**src/rtl/alu_arbiter_pkg.sv**
```systemverilog
// -----------------------------------------------------------------------------
// alu_arbiter_pkg
// Shared definitions for the two-requester alu arbiter:
//   DATA_W  - operand/result width of the shared alu (fixed at 4)
//   op_e    - alu opcodes (add, sub, or, xor)
//   state_e - arbiter FSM state encoding (IDLE, EXEC, DONE)
// -----------------------------------------------------------------------------
package alu_arbiter_pkg;

   localparam int unsigned DATA_W = 4;

   typedef enum logic [1:0] {
      OP_ADD = 2'b00,
      OP_SUB = 2'b01,
      OP_OR  = 2'b10,
      OP_XOR = 2'b11
   } op_e;

   typedef enum logic [1:0] {
      ST_IDLE = 2'b00,
      ST_EXEC = 2'b01,
      ST_DONE = 2'b10
   } state_e;

endpackage : alu_arbiter_pkg

```
**src/rtl/alu_arbiter_alu.sv**
```systemverilog
// -----------------------------------------------------------------------------
// alu_arbiter_alu
// Shared combinational 4-bit alu. Arithmetic wraps modulo 16; no carry or
// borrow is produced.
// Ports:
//   a, b  in  [3:0]  operands
//   op    in  [1:0]  opcode (see op_e)
//   out   out [3:0]  result
// -----------------------------------------------------------------------------
module alu_arbiter_alu
   import alu_arbiter_pkg::*;
(
   input  logic [DATA_W-1:0] a,
   input  logic [DATA_W-1:0] b,
   input  logic [1:0]        op,
   output logic [DATA_W-1:0] out
);

   // Opcode decode; results are truncated to DATA_W so add/sub wrap.
   always_comb begin
      out = {DATA_W{1'b0}};
      case (op)
         OP_ADD:  out = a + b;
         OP_SUB:  out = a - b;
         OP_OR:   out = a | b;
         OP_XOR:  out = a ^ b;
         default: out = {DATA_W{1'b0}};
      endcase
   end

endmodule : alu_arbiter_alu

```
**src/rtl/alu_arbiter.sv**
```systemverilog
// -----------------------------------------------------------------------------
// alu_arbiter
// Round-robin arbiter sharing one alu between two requesters. A grant in IDLE
// latches the winner's operands, EXEC evaluates the alu from those latched
// registers and captures the result, DONE pulses the owner's done line.
// Ports:
//   clk, rst          clock, synchronous active-high reset
//   req0/req1         level requests, held until the matching done pulse
//   a0,b0,op0/a1,b1,op1  operands and opcode of each requester
//   done0/done1       one-cycle completion pulse to the owner
//   result            registered alu result, valid while a done is high
//   busy              high whenever the FSM is not IDLE
// -----------------------------------------------------------------------------
module alu_arbiter
   import alu_arbiter_pkg::*;
(
   input  logic              clk,
   input  logic              rst,
   input  logic              req0,
   input  logic [DATA_W-1:0] a0,
   input  logic [DATA_W-1:0] b0,
   input  logic [1:0]        op0,
   input  logic              req1,
   input  logic [DATA_W-1:0] a1,
   input  logic [DATA_W-1:0] b1,
   input  logic [1:0]        op1,
   output logic              done0,
   output logic              done1,
   output logic [DATA_W-1:0] result,
   output logic              busy
);

   state_e            state_q,  state_d;
   logic              ptr_q,    ptr_d;     // 1'b0 favours requester 0
   logic              owner_q,  owner_d;
   logic [DATA_W-1:0] a_q,      a_d;
   logic [DATA_W-1:0] b_q,      b_d;
   logic [1:0]        op_q,     op_d;
   logic [DATA_W-1:0] result_q, result_d;
   logic              done0_q,  done0_d;
   logic              done1_q,  done1_d;
   logic              busy_q,   busy_d;
   logic              winner_s;
   logic [DATA_W-1:0] alu_out_s;

   // The alu only ever sees the latched operands, so input changes after the
   // grant cannot disturb an operation in flight.
   alu_arbiter_alu u_alu (
      .a   (a_q),
      .b   (b_q),
      .op  (op_q),
      .out (alu_out_s)
   );

   // Winner select: a lone request always wins, a tie goes to the pointer.
   always_comb begin
      winner_s = 1'b0;
      if (req0 && req1) begin
         winner_s = ptr_q;
      end else if (req1) begin
         winner_s = 1'b1;
      end else begin
         winner_s = 1'b0;
      end
   end

   // Next-state and next-output computation for every register.
   always_comb begin
      state_d  = state_q;
      ptr_d    = ptr_q;
      owner_d  = owner_q;
      a_d      = a_q;
      b_d      = b_q;
      op_d     = op_q;
      result_d = result_q;
      done0_d  = 1'b0;
      done1_d  = 1'b0;
      case (state_q)
         ST_IDLE: begin
            if (req0 || req1) begin
               state_d = ST_EXEC;
               owner_d = winner_s;
               // Point at the requester that did not just win.
               ptr_d   = ~winner_s;
               a_d     = winner_s ? a1  : a0;
               b_d     = winner_s ? b1  : b0;
               op_d    = winner_s ? op1 : op0;
            end else begin
               state_d = ST_IDLE;
            end
         end
         ST_EXEC: begin
            state_d  = ST_DONE;
            result_d = alu_out_s;
            done0_d  = ~owner_q;
            done1_d  = owner_q;
         end
         ST_DONE: begin
            state_d = ST_IDLE;
         end
         default: begin
            state_d = ST_IDLE;
         end
      endcase
      busy_d = (state_d != ST_IDLE);
   end

   // State and registered outputs; reset aborts any operation in flight.
   always_ff @(posedge clk) begin
      if (rst) begin
         state_q  <= ST_IDLE;
         ptr_q    <= 1'b0;
         owner_q  <= 1'b0;
         a_q      <= {DATA_W{1'b0}};
         b_q      <= {DATA_W{1'b0}};
         op_q     <= 2'b00;
         result_q <= {DATA_W{1'b0}};
         done0_q  <= 1'b0;
         done1_q  <= 1'b0;
         busy_q   <= 1'b0;
      end else begin
         state_q  <= state_d;
         ptr_q    <= ptr_d;
         owner_q  <= owner_d;
         a_q      <= a_d;
         b_q      <= b_d;
         op_q     <= op_d;
         result_q <= result_d;
         done0_q  <= done0_d;
         done1_q  <= done1_d;
         busy_q   <= busy_d;
      end
   end

   assign done0  = done0_q;
   assign done1  = done1_q;
   assign result = result_q;
   assign busy   = busy_q;

endmodule : alu_arbiter

```
**config.mk**
```make
export PLATFORM = sky130hd
export DESIGN_NAME = alu_arbiter
export DESIGN_NICKNAME = d
export VERILOG_FILES = /design/src/rtl/alu_arbiter_pkg.sv /design/src/rtl/alu_arbiter_alu.sv /design/src/rtl/alu_arbiter.sv
export SDC_FILE = /design/constraint.sdc
export NUM_CORES = 1
export LEC_CHECK = 0
export ABC_AREA = 1
export BUFFER_PORTS_ARGS = -buffer_cell sky130_fd_sc_hd__buf_2
export CORE_ASPECT_RATIO = 1.2
export CORE_MARGIN = 2
export CORE_UTILIZATION = 49
export CTS_BUF_LIST = sky130_fd_sc_hd__clkbuf_8
export DETAILED_ROUTE_END_ITERATION = 10
export PLACE_DENSITY = 0.87
export REMOVE_ABC_BUFFERS = 1
export SLEW_MARGIN = 25
export SYNTH_ARGS = -nofsm -noshare
export SYNTH_HDL_FRONTEND = slang
export SYNTH_SLANG_ARGS = --single-unit
```
**constraint.sdc**
```tcl
create_clock -name clk -period 1.6 [get_ports clk]
set_input_delay 0.24 -clock clk [delete_from_list [all_inputs] [get_ports clk]]
set_output_delay 0.24 -clock clk [all_outputs]
set_load 0.005 [all_outputs]
```
==> reports/qor.csv, run 1 <==
stage,metric,value,unit
die,die_h,58.2,µm
pwr,p_total,0.00144,W
route,routed_wl,2820,µm
synth,synth_seq_cells,21,
timing,setup_tns,-130,ps
global_routing,grt_max_degree,12,
worst_setup_path,cp-start-kind,flop,
clock_network,cts_setup_buffers,0,
final_layout,syn_to_final_growth,26.1,%
synth,netlist_area,0.00120,mm²
synth,synthXorXnorAreaFrac,0.731,%
worst_setup_path,crit_path_cell_trace,inv_2 > ha_4 > a21oi_2 > xor2_1 > ha_1 > a21oi_2 > nand2_1 > nand3_1 > nand3_2 > a21oi_2,
synth,synthMuxAreaShare,0,%
final_layout,fin_nets,240,
clock_network,numCtsBuffers,3,
synth,synth_area_per_cell,7.13,µm²
synth,synth-simple-area-share,26.5,%
worst_setup_path,critical_path.max_fanout,4,
clock_network,ctsRootBufferMaster,clkbuf_8,
timing,period_needed,1700,ps
timing,rsz0062_at_grt,yes,
die,pin_count,31,
worst_setup_path,cp_top_family,adder cells,
global_routing,gr-total-overflow,0,
timing,relSlewSlack,68.3,%
clock_network,clkSinkCount,21,
pwr,p_leak,0.802,nW
run_status,violations,setup timing,
clock_network,clockBufferDepth,2,
final_layout,final_layout_size_suffix_gt1_share,30.1,%
route,drt_iter0_drc,33,
die,fp.dieArea,0.00286,mm²
timing,worst_slack,-101,ps
global_routing,globalRouteTotalUtil,19.9,%
synth,synth-compound-area-share,13.7,%
worst_setup_path,cp_num_buf_inv,1,
route,drcViolationCount,0,
worst_hold_path,hp-class,primary input to flop,
die,die_x,49.1,µm
route,viasPerCell,4.92,
timing,maxSlewViolCount,0,
synth,yosysWarningCount,0,
pwr,powerDensity,952,mW/mm²
die,start_util,51.9,%
global_routing,antenna_found_initial,0,
final_layout,regArea,423,µm²
synth,synth_fa_ha_area_share,10.0,%
clock_network,htree_levels,1,
synth,synth.distinct_cells,24,
die,fp-row-count,19,
final_layout,multiInputGateArea,666,µm²
synth,syn-instance-count,168,
place,routabilityCongestion,0.889,
timing,max_freq,588,MHz
worst_setup_path,worstSetupPathType,flop to flop,
timing,fin_skew,1.27,ps
place,portBuffers,30,
worst_setup_path,crit_arrival,1900,ps
worst_hold_path,min_path_cells,2,
place,place_hpwl,1930,µm
timing,period_share,106,%
synth,synth_top_area_share,35.1,%
clock_network,path_clk_slew,70,ps
worst_setup_path,slowest_stage,dfxtp_2,
run_status,status,finished with violations,
worst_setup_path,max_stage_delay,330,ps
flow_run,cap_violations,0,
worst_setup_path,critical_path.most_common_cell,a21oi_2,
global_routing,grt_pass1_vias,1039,
worst_setup_path,r2r_cells,10,
clock_network,cts_tree,done,
timing,setup-violations-final,2,
synth,synth_top_cell_by_area,dfxtp_1,
route,antenna_left,0,
worst_setup_path,worstReg2RegStart,b_q[0]$_SDFFE_PP0P_,
synth,synth.area.top_cells,"dfxtp_1 35%, nand2_1 15%, inv_1 10%",
worst_hold_path,min_to,busy$_SDFF_PP0_,
route,avgRoutedWirePerCell,11.9,µm
worst_setup_path,reg2reg_slack,-100,ps
worst_setup_path,end_kind,flop,
route,vias,1167,
clock_network,ctsHoldBuffers,0,
synth,yosysSeqAreaShare,35.1,%
worst_setup_path,worstPathRequired,1800,ps
die,core_area,0.00231,mm²
final_layout,diodes,0,
synth,synth_top_family_by_area,simple AND/OR/NAND/NOR gates,
route,first_pass_iters,4,
final_layout,fillers,193,
worst_hold_path,hp-start,rst,
global_routing,grt_pass1_wl,4330,µm
pwr,ir_drop,520,µV
worst_setup_path,r2r-end,result[3]$_SDFFE_PP0P_,
timing,worstMarginPinSlew,474,ps
timing,hold_viol_final,0,
clock_network,clkLatencyLatePin,260,ps
cell usage after synthesis, drive strengths merged:
cell type	instances
nand3b	1
o21ai	7
nand3	7
ha	8
a211oi	1
nor2	16
dfxtp	21
o211ai	10
buf	4
o31ai	1
nor3	1
a41oi	1
nand2	49
xor2	1
fa	1
a31oi	1
inv	34
a21oi	4
sequential cells by signal, summed over array words and instances (netlist names), 2 cells and up:
| signal | cells |
|---|---|
| result | 4 |
| b_q | 4 |
| op_q | 2 |
| state_q | 2 |
| a_q | 4 |
kinds of logic after synthesis:
family	Yosys count
AOI/OAI and AO/OA	25
and+or+nand+nor	74
xor gates and xnor gates	1
adders and majority gates	9
buffers and inverters	38
DFF	21
cell usage in the layout (no fill, tap or decap), types with 2 or more instances in the layout:
cell type and n:
a21oi_2 3, buf_2 30, buf_4 8, clkbuf_8 3
dfxtp_1 19, dfxtp_2 2, ha_1 7, inv_1 32
inv_2 3, nand2_1 46, nand2_2 2, nand3_1 6
nor2_1 12, nor2_2 3, o211ai_1 10, o21ai_0 4
how the worst max path moves through the flow:
stage | cells after the start | startpoint | slack [ps] | to
after global routing | 12 | b_q[1]$_SDFFE_PP0P_ | -190 | result[3]$_SDFFE_PP0P_
final | 10 | b_q[0]$_SDFFE_PP0P_ | -100 | result[3]$_SDFFE_PP0P_
after CTS | 11 | b_q[0]$_SDFFE_PP0P_ | -40 | result[3]$_SDFFE_PP0P_
after floorplan | 9 | b_q[0]$_SDFFE_PP0P_ | -100 | result[2]$_SDFFE_PP0P_
after global placement | 9 | b_q[0]$_SDFFE_PP0P_ | -130 | result[2]$_SDFFE_PP0P_
after detailed placement | 9 | b_q[0]$_SDFFE_PP0P_ | -200 | result[2]$_SDFFE_PP0P_
stage by stage:
stage | setup WS, ps | cells | util (%) | hold WS [ps] | instance area (µm²)
finish | -101 | 237 | 65.5 | 182 | 1510
CTS | -39.7 | 237 | 64.2 | 181 | 1480
global placement | -127 | 233 | 61.0 | 396 | 1410
global route | -192 | 237 | 65.5 | 187 | 1510
floorplan | -98.7 | 164 | - | 309 | 1160
detailed placement | -200 | 233 | 61.0 | 411 | 1410
power breakdown:
part           internal [W]  switching [W]  total [W]  leakage (nW)
registers          0.000573      0.0000273   0.000600         0.174
clock network      0.000171       0.000172   0.000344        0.0269
logic              0.000204       0.000290   0.000494         0.601
total              0.000949       0.000489    0.00144         0.802
final cells by class:
type | instances | share of cell area [%]
repair buffers | 38 | 13.9
clock inverters | 1 | 0.249
flip-flops and latches | 21 | 28.0
clock buffers | 3 | 2.73
multi-input cells | 109 | 44.1
inverters | 34 | 8.45
well taps | 31 | 2.57
repair_timing:
action	4_1_cts	5_1_grt
pin swaps	6	13
endpoints found under the hold margin	0	0
endpoints found under the setup margin	3	3
gates resized for setup	12	7
layer usage:
layer	share of wire [%]	track usage (%)	wire length, µm
met3	4.2	3.61	117
met5	0	0	0
met1	42	21.3	1180
met4	2.9	12.7	83
met2	51	36.1	1430
Note: power is estimated with default switching activity, not from simulation.
==> inputs of run 2 (changes only) <==
--- a/config.mk
+++ b/config.mk
@@ -9,7 +9,7 @@
 export BUFFER_PORTS_ARGS = -buffer_cell sky130_fd_sc_hd__buf_2
 export CORE_ASPECT_RATIO = 1.2
 export CORE_MARGIN = 2
-export CORE_UTILIZATION = 49
+export CORE_UTILIZATION = 50
 export CTS_BUF_LIST = sky130_fd_sc_hd__clkbuf_8
 export DETAILED_ROUTE_END_ITERATION = 10
 export PLACE_DENSITY = 0.87
@@ -17,4 +17,5 @@
 export SLEW_MARGIN = 25
 export SYNTH_ARGS = -nofsm -noshare
 export SYNTH_HDL_FRONTEND = slang
+export SYNTH_HIERARCHICAL = 1
 export SYNTH_SLANG_ARGS = --single-unit
==> constraint.sdc (replaced) <==
create_clock -name clk -period 1.47 [get_ports clk]
set_input_delay 0.2205 -clock clk [delete_from_list [all_inputs] [get_ports clk]]
set_output_delay 0.2205 -clock clk [all_outputs]
set_load 0.005 [all_outputs]
==> run 2 against run 1 <==
Net effect:
- clock skew rose by 6.6 ps
- worst setup slack got worse by 240 ps
- highest routed layer unchanged
- largest power group is now combinational cells
- the flow still finishes with violations (setup timing)
- die area rose by 6.4%
==> reports/qor.csv, run 2 <==
stage,metric,value,unit
route,avgRoutedWirePerCell,11.9,µm
flow_run,cap_violations,0,
synth,synth_top_area_share,32.2,%
route,vias,1313,
pwr,p_leak,0.881,nW
worst_hold_path,hp-class,primary input to flop,
route,viasPerCell,5.03,
route,first_pass_iters,4,
clock_network,clkSinkCount,21,
final_layout,syn_to_final_growth,29.5,%
die,fp.dieArea,0.00304,mm²
clock_network,cts_setup_buffers,0,
final_layout,final_common_cell,nand2_1,
synth,synth_area_per_cell,7.22,µm²
worst_setup_path,worstPathRequired,1620,ps
place,place_hpwl,2380,µm
run_status,violations,setup timing,
route,antenna_left,0,
worst_setup_path,cp-start-kind,flop,
timing,period_share,123,%
die,die_h,60.0,µm
final_layout,fin_nets,262,
timing,period_needed,1820,ps
timing,max_freq,551,MHz
place,portBuffers,30,
clock_network,ctsRootBufferMaster,clkbuf_8,
timing,relSlewSlack,70.9,%
global_routing,antenna_found_initial,0,
clock_network,cts_tree,done,
worst_setup_path,max_stage_delay,340,ps
synth,yosysSeqAreaShare,32.2,%
worst_setup_path,critical_path.max_fanout,3,
final_layout,diodes,0,
die,start_util,52.2,%
final_layout,final_cell_mix,"35 x nand2_1, 30 x buf_2, 24 x inv_1",
synth,synth.area.top_cells,"dfxtp_1 32%, nand2_1 10%, ha_1 7.7%",
clock_network,path_clk_slew,80,ps
die,fp-row-count,20,
route,routed_wl,3100,µm
global_routing,grt_max_degree,15,
global_routing,gr-total-overflow,0,
place,routabilityCongestion,0.824,
global_routing,grt_pass1_wl,5150,µm
synth,synth.distinct_cells,24,
pwr,p_total,0.00171,W
timing,worstMarginPinSlew,436,ps
clock_network,numCtsBuffers,3,
synth,synth_edf_count,0,
synth,synth_most_common_cell,nand2_1,
synth,yosysWarningCount,6,
timing,maxSlewViolCount,0,
timing,setup-violations-final,3,
synth,synth_seq_cells,21,
clock_network,htree_levels,1,
global_routing,globalRouteTotalUtil,22.5,%
timing,rsz0062_at_grt,yes,
worst_setup_path,crit_arrival,1970,ps
worst_setup_path,end_kind,flop,
synth,synth_top_cell_by_area,dfxtp_1,
route,drcViolationCount,0,
route,drt_iter0_drc,11,
clock_network,ctsHoldBuffers,0,
die,die_x,50.7,µm
run_status,status,finished with violations,
synth,syn-instance-count,181,
final_layout,final_layout_size_suffix_gt1_share,38.2,%
worst_setup_path,worstSetupPathType,flop to flop,
clock_network,clkLatencyLatePin,260,ps
clock_network,clockBufferDepth,2,
synth,synthFlopType,dfxtp_1,
timing,worst_slack,-345,ps
timing,whs,200,ps
worst_setup_path,slowest_stage,dfxtp_2,
worst_setup_path,crit_path_cell_trace,inv_2 > ha_4 > a21oi_2 > xor2_1 > ha_1 > a21oi_2 > nand2_4 > inv_2 > nand2_1 > nand3_1 > nand2_1 > o21ai_1 > nor2_1,
timing,fin_skew,7.88,ps
synth,synth-async-reset-ratio,0,%
synth,netlist_area,0.00131,mm²
die,core_area,0.00250,mm²
pwr,ir_drop,654,µV
synth,synth_common_cells,"35 x nand2_1, 26 x inv_1, 21 x dfxtp_1",
timing,hold_viol_final,0,
pwr,powerDensity,1010,mW/mm²
die,pin_count,31,
global_routing,grt_pass1_vias,1247,
run 2: cell types whose count changed after synthesis, moves of 3 or more:
cell,previous run,this run
inv_1,33,26
o211ai_1,10,1
nand4_1,0,10
inv_2,1,5
nand3_2,0,9
nand2_4,0,3
nand2_1,48,35
buf_2,1,4
nand3_1,7,19
run 2: power by group:
part	switching, W	leakage [nW]	internal (W)
logic	0.000363	0.682	0.000313
registers	0.0000358	0.174	0.000625
clock network	0.000188	0.0255	0.000189
run 2: cell type report:
type,count,area (µm²)
Tap cell,33,41.3
Inverter,31,116
Clock buffer,3,41.3
Sequential cell,21,423
Fill cell,214,811
Multi-Input combinational cell,122,764
Clock inverter,1,5.00
Timing Repair Buffer,50,300
run 2: path summary, 6_finish.rpt:
kind | startpoint | endpoint | slack (ps) | cells past startpoint
setup / recovery | b_q[1]$_SDFFE_PP0P_ | result[3]$_SDFFE_PP0N_ | -350 | 13
hold / removal | rst | state_q[0]$_SDFF_PP0_ | 200 | 2
setup reg to reg | b_q[1]$_SDFFE_PP0P_ | result[3]$_SDFFE_PP0N_ | -350 | 13
hold reg to reg | owner_q$_SDFFE_PP0P_ | done0$_SDFF_PP0_ | 460 | 1
run 2: cells by family (layout without fill, tap and decap cells):
family	after synthesis	in the layout	synth area share, %
simple gates	96	96	38.3
buf+inv	38	85	12.5
flops	21	21	32.2
compound gates	15	15	6.51
fa+ha+maj	9	9	9.20
xor+xnor	2	2	1.34
run 2: critical path: cells and delay by family, from the launching register on:
| family | cells | cell delay, ps |
|---|---|---|
| adders and majority gates | 2 | 430 |
| and+or+nand+nor | 5 | 280 |
| xor gates and xnor gates | 1 | 150 |
| DFF | 1 | 340 |
| AOI/OAI and AO/OA | 3 | 410 |
| buffers and inverters | 2 | 100 |
run 2: routing by layer:
layer  part of all wire, %  vias up  global-route usage [%]
met5                     0        -                       0
li1                      -      678                       -
met4                   1.8        0                    10.4
met3                   5.2        6                    2.25
met1                    41      592                    24.5
met2                    52       37                    43.6
run 2: metrics by stage:
stage / setup WS (ps) / util [%] / instance area, µm² / cells / setup TNS (ps)
after floorplan: -424 / - / 1260 / 174 / -982
after global placement: -423 / 64.0 / 1600 / 257 / -1120
after detailed placement: -473 / 64.0 / 1600 / 257 / -1270
after CTS: -332 / 67.6 / 1690 / 261 / -834
after global routing: -517 / 67.6 / 1690 / 261 / -1270
final: -345 / 67.6 / 1690 / 261 / -859
run 2: timing repair:
action / CTS / global route
resized for setup: 14 / 0
endpoints found under the setup margin: 3 / 3
pin swaps: 9 / 1
